==> src/rtl/coin_pkg.sv <==
// Shared sizes, slot record and bounds helper for the coin sprite renderer.
package coin_pkg;
  localparam int unsigned SPRITE_W = 16;
  localparam int unsigned SHEET_W  = 128;
  localparam int unsigned ADDR_W   = 11;

  typedef struct packed {
    logic       en;
    logic [9:0] x;
    logic [9:0] y;
  } coin_slot_t;

  // 11-bit compare so sprites placed near 1023 never wrap their right/bottom edge
  function automatic logic in_span(input logic [9:0] p, input logic [9:0] o);
    return ({1'b0, p} >= {1'b0, o}) && ({1'b0, p} < ({1'b0, o} + 11'(SPRITE_W)));
  endfunction
endpackage

==> src/rtl/coin_anim_seq.sv <==
// Spin animation sequencer: advances the sprite-sheet frame every FRAME_DIV video frames.
module coin_anim_seq #(
  parameter int unsigned FRAME_DIV  = 6,
  parameter int unsigned NUM_FRAMES = 8
) (
  input  logic       vga_clk_i,
  input  logic       reset_i,
  input  logic       frame_start_i,
  output logic [2:0] frame_o
);
  localparam int unsigned DIV_W = (FRAME_DIV > 1) ? $clog2(FRAME_DIV) : 1;

  logic [DIV_W-1:0] div_q, div_d;
  logic [2:0]       frame_q, frame_d;

  always_comb begin
    div_d   = div_q;
    frame_d = frame_q;
    if (frame_start_i) begin
      if (32'(div_q) == FRAME_DIV - 1) begin
        div_d   = '0;
        frame_d = (frame_q + 3'd1) & 3'(NUM_FRAMES - 1);
      end else begin
        div_d = div_q + DIV_W'(1);
      end
    end
  end

  always_ff @(posedge vga_clk_i) begin
    if (reset_i) begin
      div_q   <= '0;
      frame_q <= '0;
    end else begin
      div_q   <= div_d;
      frame_q <= frame_d;
    end
  end

  assign frame_o = frame_q;
endmodule

==> src/rtl/coin_render_ctrl.sv <==
// Coin sprite renderer: double-buffered slots, per-pixel priority pick and
// a 3-stage pipeline around the shared sprite-sheet ROM.
module coin_render_ctrl
  import coin_pkg::*;
#(
  parameter  int unsigned NUM_COINS  = 8,
  parameter  int unsigned FRAME_DIV  = 6,
  parameter  int unsigned NUM_FRAMES = 8,
  localparam int unsigned IDX_W      = $clog2(NUM_COINS),
  localparam int unsigned CNT_W      = $clog2(NUM_COINS + 1)
) (
  input  logic              vga_clk,
  input  logic              reset,
  input  logic [9:0]        DrawX,
  input  logic [9:0]        DrawY,
  input  logic              blank,
  input  logic              frame_start,
  input  logic              coin_we,
  input  logic [IDX_W-1:0]  coin_idx,
  input  logic [9:0]        coin_x,
  input  logic [9:0]        coin_y,
  input  logic              coin_en,
  input  logic              collect_req,
  output logic              collect_ack,
  output logic [ADDR_W-1:0] rom_address,
  input  logic [7:0]        rom_q,
  output logic              coin_on,
  output logic [7:0]        pixel_index,
  output logic [CNT_W-1:0]  coins_active
);
  coin_slot_t pend_q [NUM_COINS];
  coin_slot_t pend_d [NUM_COINS];
  coin_slot_t act_q  [NUM_COINS];
  coin_slot_t act_d  [NUM_COINS];

  logic              ack_q, ack_d;
  logic [CNT_W-1:0]  cnt_q, cnt_d;
  logic [ADDR_W-1:0] addr_q, addr_d;
  logic              hit_q, hit_d, hit_qq;
  logic              blank_q, blank_qq;
  logic              on_q, on_d;
  logic [7:0]        pix_q, pix_d;
  logic [2:0]        frame;
  logic              idx_ok;
  logic [9:0]        win_x, win_y;
  logic [3:0]        lx, ly;

  coin_anim_seq #(
    .FRAME_DIV (FRAME_DIV),
    .NUM_FRAMES(NUM_FRAMES)
  ) u_anim (
    .vga_clk_i    (vga_clk),
    .reset_i      (reset),
    .frame_start_i(frame_start),
    .frame_o      (frame)
  );

  assign idx_ok = 32'(coin_idx) < NUM_COINS;

  // Commit copies the pre-edge pending slot; collect then wins on active,
  // and a same-cycle write wins on pending.
  always_comb begin
    for (int unsigned i = 0; i < NUM_COINS; i++) begin
      pend_d[i] = pend_q[i];
      act_d[i]  = frame_start ? pend_q[i] : act_q[i];
      if (collect_req && idx_ok && 32'(coin_idx) == i) begin
        act_d[i].en  = 1'b0;
        pend_d[i].en = 1'b0;
      end
      if (coin_we && idx_ok && 32'(coin_idx) == i) begin
        pend_d[i] = '{en: coin_en, x: coin_x, y: coin_y};
      end
    end
    ack_d = collect_req && idx_ok;
  end

  always_comb begin
    cnt_d = '0;
    for (int unsigned i = 0; i < NUM_COINS; i++) begin
      cnt_d = cnt_d + CNT_W'(act_q[i].en);
    end
  end

  always_comb begin
    hit_d = 1'b0;
    win_x = '0;
    win_y = '0;
    for (int unsigned i = 0; i < NUM_COINS; i++) begin
      if (!hit_d && act_q[i].en && in_span(DrawX, act_q[i].x) && in_span(DrawY, act_q[i].y)) begin
        hit_d = 1'b1;
        win_x = act_q[i].x;
        win_y = act_q[i].y;
      end
    end
    lx     = 4'(DrawX - win_x);
    ly     = 4'(DrawY - win_y);
    addr_d = hit_d ? {ly, frame, lx} : addr_q;
  end

  always_comb begin
    on_d  = hit_qq && blank_qq && (rom_q != 8'd0);
    pix_d = on_d ? rom_q : 8'd0;
  end

  always_ff @(posedge vga_clk) begin
    if (reset) begin
      for (int unsigned i = 0; i < NUM_COINS; i++) begin
        pend_q[i] <= '0;
        act_q[i]  <= '0;
      end
      ack_q    <= 1'b0;
      cnt_q    <= '0;
      addr_q   <= '0;
      hit_q    <= 1'b0;
      hit_qq   <= 1'b0;
      blank_q  <= 1'b0;
      blank_qq <= 1'b0;
      on_q     <= 1'b0;
      pix_q    <= '0;
    end else begin
      for (int unsigned i = 0; i < NUM_COINS; i++) begin
        pend_q[i] <= pend_d[i];
        act_q[i]  <= act_d[i];
      end
      ack_q    <= ack_d;
      cnt_q    <= cnt_d;
      addr_q   <= addr_d;
      hit_q    <= hit_d;
      hit_qq   <= hit_q;
      blank_q  <= blank;
      blank_qq <= blank_q;
      on_q     <= on_d;
      pix_q    <= pix_d;
    end
  end

  assign collect_ack  = ack_q;
  assign coins_active = cnt_q;
  assign rom_address  = addr_q;
  assign coin_on      = on_q;
  assign pixel_index  = pix_q;
endmodule

==> config.mk <==
export PLATFORM = sky130hd
export DESIGN_NAME = coin_render_ctrl
export DESIGN_NICKNAME = d
export VERILOG_FILES = /design/src/rtl/coin_pkg.sv /design/src/rtl/coin_anim_seq.sv /design/src/rtl/coin_render_ctrl.sv
export SDC_FILE = /design/constraint.sdc
export NUM_CORES = 1
export LEC_CHECK = 0
export BUFFER_PORTS_ARGS = -buffer_cell sky130_fd_sc_hd__clkbuf_2
export CAP_MARGIN = 20
export CELL_PAD_IN_SITES_DETAIL_PLACEMENT = 1
export CELL_PAD_IN_SITES_GLOBAL_PLACEMENT = 2
export CORE_UTILIZATION = 42
export DETAILED_ROUTE_END_ITERATION = 6
export GPL_TIMING_DRIVEN = 1
export PLACE_DENSITY_LB_ADDON = 0.1
export SLEW_MARGIN = 40
export SYNTH_ARGS = -nofsm -noshare
export SYNTH_HDL_FRONTEND = slang
export SYNTH_SLANG_ARGS = --single-unit
==> constraint.sdc <==
create_clock -name vga_clk -period 10.5 [get_ports vga_clk]
set_input_delay 1.05 -clock vga_clk [delete_from_list [all_inputs] [get_ports vga_clk]]
set_output_delay 1.05 -clock vga_clk [all_outputs]
set_load 0.02 [all_outputs]
# After elaboration in Yosys (flattened, before gate mapping)
# Memories as Yosys holds them, arrays and structs flattened.
# Cells that the tools add are included.
# totals
mem_bits_rw	336
wordCells	241
regBits	35
n_memories	2
# mem_list
memory	words	width	rd	rd_clocked_by_memory_dff	wr	line	source
act_q	8	21	8	0	8	coin_render_ctrl.sv:33	coin_slot_t act_q [NUM_COINS];
pend_q	8	21	8	0	8	coin_render_ctrl.sv:31	coin_slot_t pend_q [NUM_COINS];
# classes
add_sub_neg	27
order_cmp	32
n_eq_ne	8
muxes	76
n_bitwise	17
n_reduce_logical	68
# op_table
op	n
21-bit two-way mux	32
10-bit by 5-bit adder with 11-bit output, second input constant	16
10-bit by 11-bit < comparator with 1-bit output	16
10-bit >= comparator	16
4-bit two-way mux	16
1-bit logical AND	57
1-bit two-way mux	27
4-bit by 1-bit adder with 4-bit output	4
1-bit bitwise OR	16
3-bit == test, second input constant	5
8-bit nonzero test	1
4-bit subtractor	2
1-bit zero test	7
3-bit by 1-bit adder with 3-bit output, second input constant	2
3-bit by 2-bit == test with 1-bit output, second input constant	2
3-bit by 1-bit adder with 4-bit output	1
2-bit by 1-bit adder with 3-bit output	1
3-bit by 1-bit == test with 1-bit output, second input constant	1
3-bit zero test	1
3-bit two-way mux	1
1-bit by 1-bit adder with 2-bit output	1
2-bit AND reduction	1
2-bit OR reduction	1
1-bit inverter	1

# Logic depth before layout (Yosys ltp)
# An unclocked memory read counts as a cell.
# depth
ltp_word	43
mapped_depth	22
ltp_nobuf	22

# By module
# Synthesis repeated with hierarchy kept, for this count alone.
# hier_totals
hier_cells	2537
hier_area_um2	21410.5
# by_module_without_submodules
mod	seq_area_each_um2	cells_per_inst	area_per_inst_um2	n_inst
coin_render_ctrl	7307.0	2512	21156.5	1
coin_anim_seq	120.1	25	254.0	1

# Worst setup path after synthesis
# Ideal clock, no wire load.
# synth_timing
kind	input to register
startpoint	input port DrawX[0]
endpoint	register addr_q[10] (netlist: rom_address[10])
arrival_time_ps	4642
n_path_buf	0
stages	18
path_slack_ps	5767
path_cell_list	inv_1 ha_1 nand2b_1 a31oi_1 o21ai_0 a221oi_1 a2111oi_4 a211oi_4 nor2b_1 a22oi_1 a31oi_1 a211oi_1 ha_1 a21o_1 a21oi_1 xnor2_1 or3_1 a311oi_1
# synth_between
elab_chain_cells	41
elab_cells_between_ends	71
# synth_lines
item	line	source
start, declared	coin_render_ctrl.sv:14	input logic [9:0] DrawX,
10-bit by 11-bit < comparator with 1-bit output or 10-bit >= comparator (tied branches)	coin_pkg.sv:15	return ({1'b0, p} >= {1'b0, o}) && ({1'b0, p} < ({1'b0, o} + 11'(SPRITE_W)));
1-bit logical AND	coin_pkg.sv:15	
1-bit logical AND (2 in series)	coin_render_ctrl.sv:89	if (!hit_d && act_q[i].en && in_span(DrawX, act_q[i].x) && in_span(DrawY, act_q[i].y)) begin
1-bit two-way mux	coin_render_ctrl.sv:89	
1-bit zero test	coin_render_ctrl.sv:89	
1-bit logical AND (3 in series)	coin_render_ctrl.sv:89	
1-bit two-way mux	coin_render_ctrl.sv:89	
1-bit zero test	coin_render_ctrl.sv:89	
[... 18 more ...]	n/a	
1-bit two-way mux	coin_render_ctrl.sv:89	
1-bit zero test	coin_render_ctrl.sv:89	
1-bit logical AND (3 in series)	coin_render_ctrl.sv:89	
1-bit two-way mux	coin_render_ctrl.sv:89	
1-bit zero test	coin_render_ctrl.sv:89	
1-bit logical AND (3 in series)	coin_render_ctrl.sv:89	
4-bit two-way mux	coin_render_ctrl.sv:89	
4-bit subtractor	coin_render_ctrl.sv:96	ly = 4'(DrawY - win_y);
end signal, assigned	coin_render_ctrl.sv:127	addr_q <= addr_d;
end, declared	coin_render_ctrl.sv:38	logic [ADDR_W-1:0] addr_q, addr_d;
# Parallel ways exist; a longest one is shown, timed or not.
# A chain may end at the register's enable or synchronous reset.

# Final worst setup path
# layout_timing
startpoint	input port DrawY[7]
endpoint	register addr_q[10] (netlist: rom_address[10])
# layout_between
elab_chain_cells	40
elab_cells_between_ends	70
# layout_lines
item	line	source
start, declared	coin_render_ctrl.sv:15	input logic [9:0] DrawY,
10-bit by 11-bit < comparator with 1-bit output or 10-bit >= comparator (tied branches)	coin_pkg.sv:15	
1-bit logical AND	coin_pkg.sv:15	
1-bit logical AND	coin_render_ctrl.sv:89	
1-bit two-way mux	coin_render_ctrl.sv:89	
1-bit zero test	coin_render_ctrl.sv:89	
1-bit logical AND (3 in series)	coin_render_ctrl.sv:89	
1-bit two-way mux	coin_render_ctrl.sv:89	
1-bit zero test	coin_render_ctrl.sv:89	
[... 18 more ...]	n/a	
1-bit two-way mux	coin_render_ctrl.sv:89	
1-bit zero test	coin_render_ctrl.sv:89	
1-bit logical AND (3 in series)	coin_render_ctrl.sv:89	
1-bit two-way mux	coin_render_ctrl.sv:89	
1-bit zero test	coin_render_ctrl.sv:89	
1-bit logical AND (3 in series)	coin_render_ctrl.sv:89	
4-bit two-way mux	coin_render_ctrl.sv:89	
4-bit subtractor	coin_render_ctrl.sv:96	
# Parallel ways exist; a longest one is shown, timed or not.

==> impl_metrics.prom <==
# TYPE chip_impl_metric gauge
chip_impl_info{name="outcome",value="complete, no violations"} 1
chip_impl_metric{name="finalSetupViolations",unit=""} 0
chip_impl_metric{name="ys_ff_latch",unit=""} 371
chip_impl_metric{name="final.setup_skew",unit="ns"} 0.0116
chip_impl_metric{name="minimum_setup_slack_after_placement",unit="ns"} 4.41
chip_impl_metric{name="ys_async_sr_fraction",unit=""} 0
chip_impl_metric{name="core_area",unit="um2"} 50200
chip_impl_info{name="crit_type",value="input port to flip-flop"} 1
chip_impl_metric{name="chipHeight",unit="um"} 227
chip_impl_metric{name="fp.dieArea",unit="um2"} 51700
chip_impl_info{name="synth_ff_type",value="dfxtp_1"} 1
chip_impl_metric{name="timing.final.ws_setup",unit="ns"} 5.03
chip_impl_metric{name="io_pins",unit=""} 83
chip_impl_info{name="worstSetupStartpointType",value="input port"} 1
chip_impl_metric{name="hpwlAfterDp",unit="mm"} 50.0
chip_impl_metric{name="globalRoute.totalOverflow",unit=""} 0
chip_impl_metric{name="cts_max_level",unit=""} 2
chip_impl_metric{name="filler_cell_count_in_the_final_layout",unit=""} 5953
chip_impl_metric{name="rows",unit=""} 82
chip_impl_metric{name="holdBufCountCts",unit=""} 0
chip_impl_metric{name="cts.reportedPaths.clkPinSlew",unit="ns"} 0.06
chip_impl_metric{name="drt_first_iter_violations",unit=""} 790
chip_impl_metric{name="max_transition_margin",unit=""} 0.441
chip_impl_metric{name="antenna_cells",unit=""} 0
chip_impl_metric{name="syn_nets",unit=""} 2852
chip_impl_metric{name="report.final.hold_viol_count",unit=""} 0
chip_impl_metric{name="ys_types",unit=""} 77
chip_impl_info{name="clock_tree.root_cell",value="clkbuf_16"} 1
chip_impl_metric{name="dr_total_vias",unit=""} 17900
chip_impl_metric{name="layout_cells_sized_above_1",unit=""} 0.0764
chip_impl_metric{name="number_of_buffers_inserted_during_clock_tree_synthesis",unit=""} 44
chip_impl_info{name="mostFrequentLayoutCell",value="dfxtp_1"} 1
chip_impl_info{name="layout.cells.most_common_list",value="371 x dfxtp_1, 364 x nand2_1, 282 x ha_1"} 1
chip_impl_metric{name="detailedRoute.firstPassIterationCount",unit=""} 6
chip_impl_metric{name="largest_net_degree_at_the_start_of_global_routing",unit=""} 119
chip_impl_metric{name="drc",unit=""} 0
chip_impl_metric{name="power.density",unit="nW/um2"} 139
chip_impl_metric{name="clkLatencyLatePin",unit="ns"} 0.58
chip_impl_metric{name="nets",unit=""} 2878
chip_impl_metric{name="avgSynthCellArea",unit="um2"} 8.51
chip_impl_metric{name="cp_data_required_time",unit="ns"} 10.99
chip_impl_metric{name="utilization",unit=""} 0.473
chip_impl_metric{name="aggregate_routed_wire_length",unit="mm"} 70.2
chip_impl_metric{name="vdd_drop_max",unit="V"} 0.000106
chip_impl_metric{name="final-max-slew-violation-count",unit=""} 0
chip_impl_metric{name="number_of_routed_nets_with_antenna_violations",unit=""} 0
chip_impl_metric{name="synth-seq-area-share",unit=""} 0.348
chip_impl_metric{name="timing.critical_path.arrival",unit="ns"} 5.96
chip_impl_metric{name="grt_antenna_before_repair",unit=""} 0
chip_impl_info{name="rsz_0062_raised_after_global_routing",value="no"} 1
chip_impl_metric{name="synth-edff-count",unit=""} 0
chip_impl_metric{name="clock.fmax",unit="GHz"} 0.183
chip_impl_metric{name="drt-vias-per-instance",unit=""} 5.54
chip_impl_info{name="min_path_type",value="flip-flop to flip-flop"} 1
chip_impl_metric{name="totalNegativeSetupSlack",unit="ns"} 0
chip_impl_metric{name="total_leakage_power",unit="uW"} 0.00927
chip_impl_metric{name="max-cap-violations",unit=""} 0
chip_impl_metric{name="wire_per_inst",unit="um"} 21.7
chip_impl_metric{name="routabilityCongestion",unit=""} 0.895
chip_impl_metric{name="synthesis.instances",unit=""} 2506
chip_impl_metric{name="layout_min_cycle_time",unit="ns"} 5.47
chip_impl_metric{name="clk_path_buf_depth",unit=""} 3
chip_impl_metric{name="grt_use_total",unit=""} 0.275
chip_impl_metric{name="worst_path_fanout_max",unit=""} 16
chip_impl_metric{name="initial_utilization",unit=""} 0.425
chip_impl_metric{name="fin_crit_sh",unit=""} 0.521
chip_impl_info{name="cts_tree",value="done"} 1
chip_impl_metric{name="tritoncts_num_sinks",unit=""} 371
chip_impl_metric{name="chipWidth",unit="um"} 227
chip_impl_metric{name="yosysWarnings",unit=""} 0
chip_impl_info{name="end_kind",value="flip-flop"} 1
chip_impl_metric{name="io_buffer_count",unit=""} 82
chip_impl_metric{name="first_global_vias",unit=""} 18500
chip_impl_metric{name="synthesized_area",unit="um2"} 21300
chip_impl_metric{name="tightestPinTransition",unit="ns"} 0.839
chip_impl_metric{name="post_cts_buffers",unit=""} 0
chip_impl_metric{name="areaGrowthSynthToFinish",unit="%"} 11.2
chip_impl_metric{name="postCtsResizedCells",unit=""} 0
chip_impl_metric{name="grt_first_pass_wirelength",unit="mm"} 108
## stage by stage
stage | total power (uW) | std cells | hold WS [ns] | cell area, um2
floorplan | 1690 | 2506 | 0.414 | 21300
global placement | 1800 | 3156 | 0.415 | 22200
detailed placement | 1820 | 3157 | 0.435 | 22300
CTS | 3340 | 3238 | 0.443 | 23700
global route | 3430 | 3239 | 0.459 | 23700
finish | 3300 | 3239 | 0.445 | 23700
## routing by layer
| metal | up-vias | track usage | part of all wire |
|---|---|---|---|
| met5 | - | 0 | 0 |
| met4 | 0 | 0.0816 | 0.027 |
| met3 | 109 | 0.0361 | 0.033 |
| met2 | 233 | 0.474 | 0.48 |
| met1 | 8885 | 0.357 | 0.46 |
| li1 | 8715 | - | - |
## cell usage after synthesis (9+ instances only)
library cell  number  area share
dfxtp_1          371        0.35
nand2_1          366       0.064
ha_1             282        0.17
a21oi_1          241       0.057
nor2_1           219       0.039
inv_1            181       0.032
mux2i_1          174       0.082
clkbuf_1          75       0.013
nand3_1           73       0.017
xnor2_1           70       0.029
o21ai_0           56       0.013
a21o_1            30       0.011
nand2b_1          27      0.0079
nor2b_1           27      0.0079
nor3_1            27      0.0063
buf_1             20      0.0035
clkbuf_2          20      0.0047
a211oi_1          19      0.0067
o211ai_1          19      0.0067
o21a_1            17      0.0060
a31oi_1           16      0.0047
a211o_1           11      0.0045
a22oi_1            9      0.0032
and2_1             9      0.0026
nand4_1            9      0.0026
## critical path, stage by stage
cell and delay [ns]:
clkbuf_2 0.49, ha_1 0.36, a211o_1 0.26, a21oi_1 0.12
o21ai_1 0.09, a311oi_2 0.49, nor4b_4 0.17, a211oi_4 0.43
nand4_1 0.57, nor2_1 0.24, a31oi_1 0.09, a211oi_1 0.28
ha_1 0.27, a21o_1 0.18, a21oi_1 0.17, xnor2_1 0.11
or3_1 0.32, a311oi_1 0.25
## report_power, final
group	total, uW	leakage (uW)	switching [uW]	internal [uW]
registers	1450	0.00300	15.9	1430
clock network	1510	0.000673	634	878
logic	344	0.00560	224	120
total	3300	0.00927	874	2430
## cell families after synthesis
kind of cell,count (synthesis),share of synthesized area
mux,174,0.0817
simple gates,796,0.164
flops,371,0.348
compound gates,503,0.151
fa+ha+maj,288,0.171
xor+xnor,71,0.0292
buf+inv,303,0.0557
## sequential cells by signal, indices dropped and copies added, names as in the netlist
signal / cells
act_q: 168
pend_q: 168
rom_address: 11
pixel_index: 8
coins_active: 4
u_anim.div_q: 3
u_anim.frame_o: 3
blank_q: 1
blank_qq: 1
coin_on: 1
collect_ack: 1
hit_q: 1
hit_qq: 1
## path summary, 6_finish.rpt
path,start,to,slack (ns),depth (start not counted)
max,DrawY[7],rom_address[10],5.03,18
min,blank_q,blank_qq,0.45,1
max reg2reg,act_q[0][25],rom_address[10],5.34,19
min reg2reg,blank_q,blank_qq,0.45,1
## final cells by class
| type | count | area [um2] | area share |
|---|---|---|---|
| Tap cell | 672 | 841 | 0.0355 |
| Clock buffer | 68 | 1260 | 0.0532 |
| Timing Repair Buffer | 101 | 617 | 0.0260 |
| Sequential cell | 371 | 7430 | 0.313 |
| Multi-Input combinational cell | 1832 | 12800 | 0.538 |
| Clock inverter | 13 | 130 | 0.00549 |
| Inverter | 182 | 683 | 0.0288 |
Power figures use the tool's default switching activity.
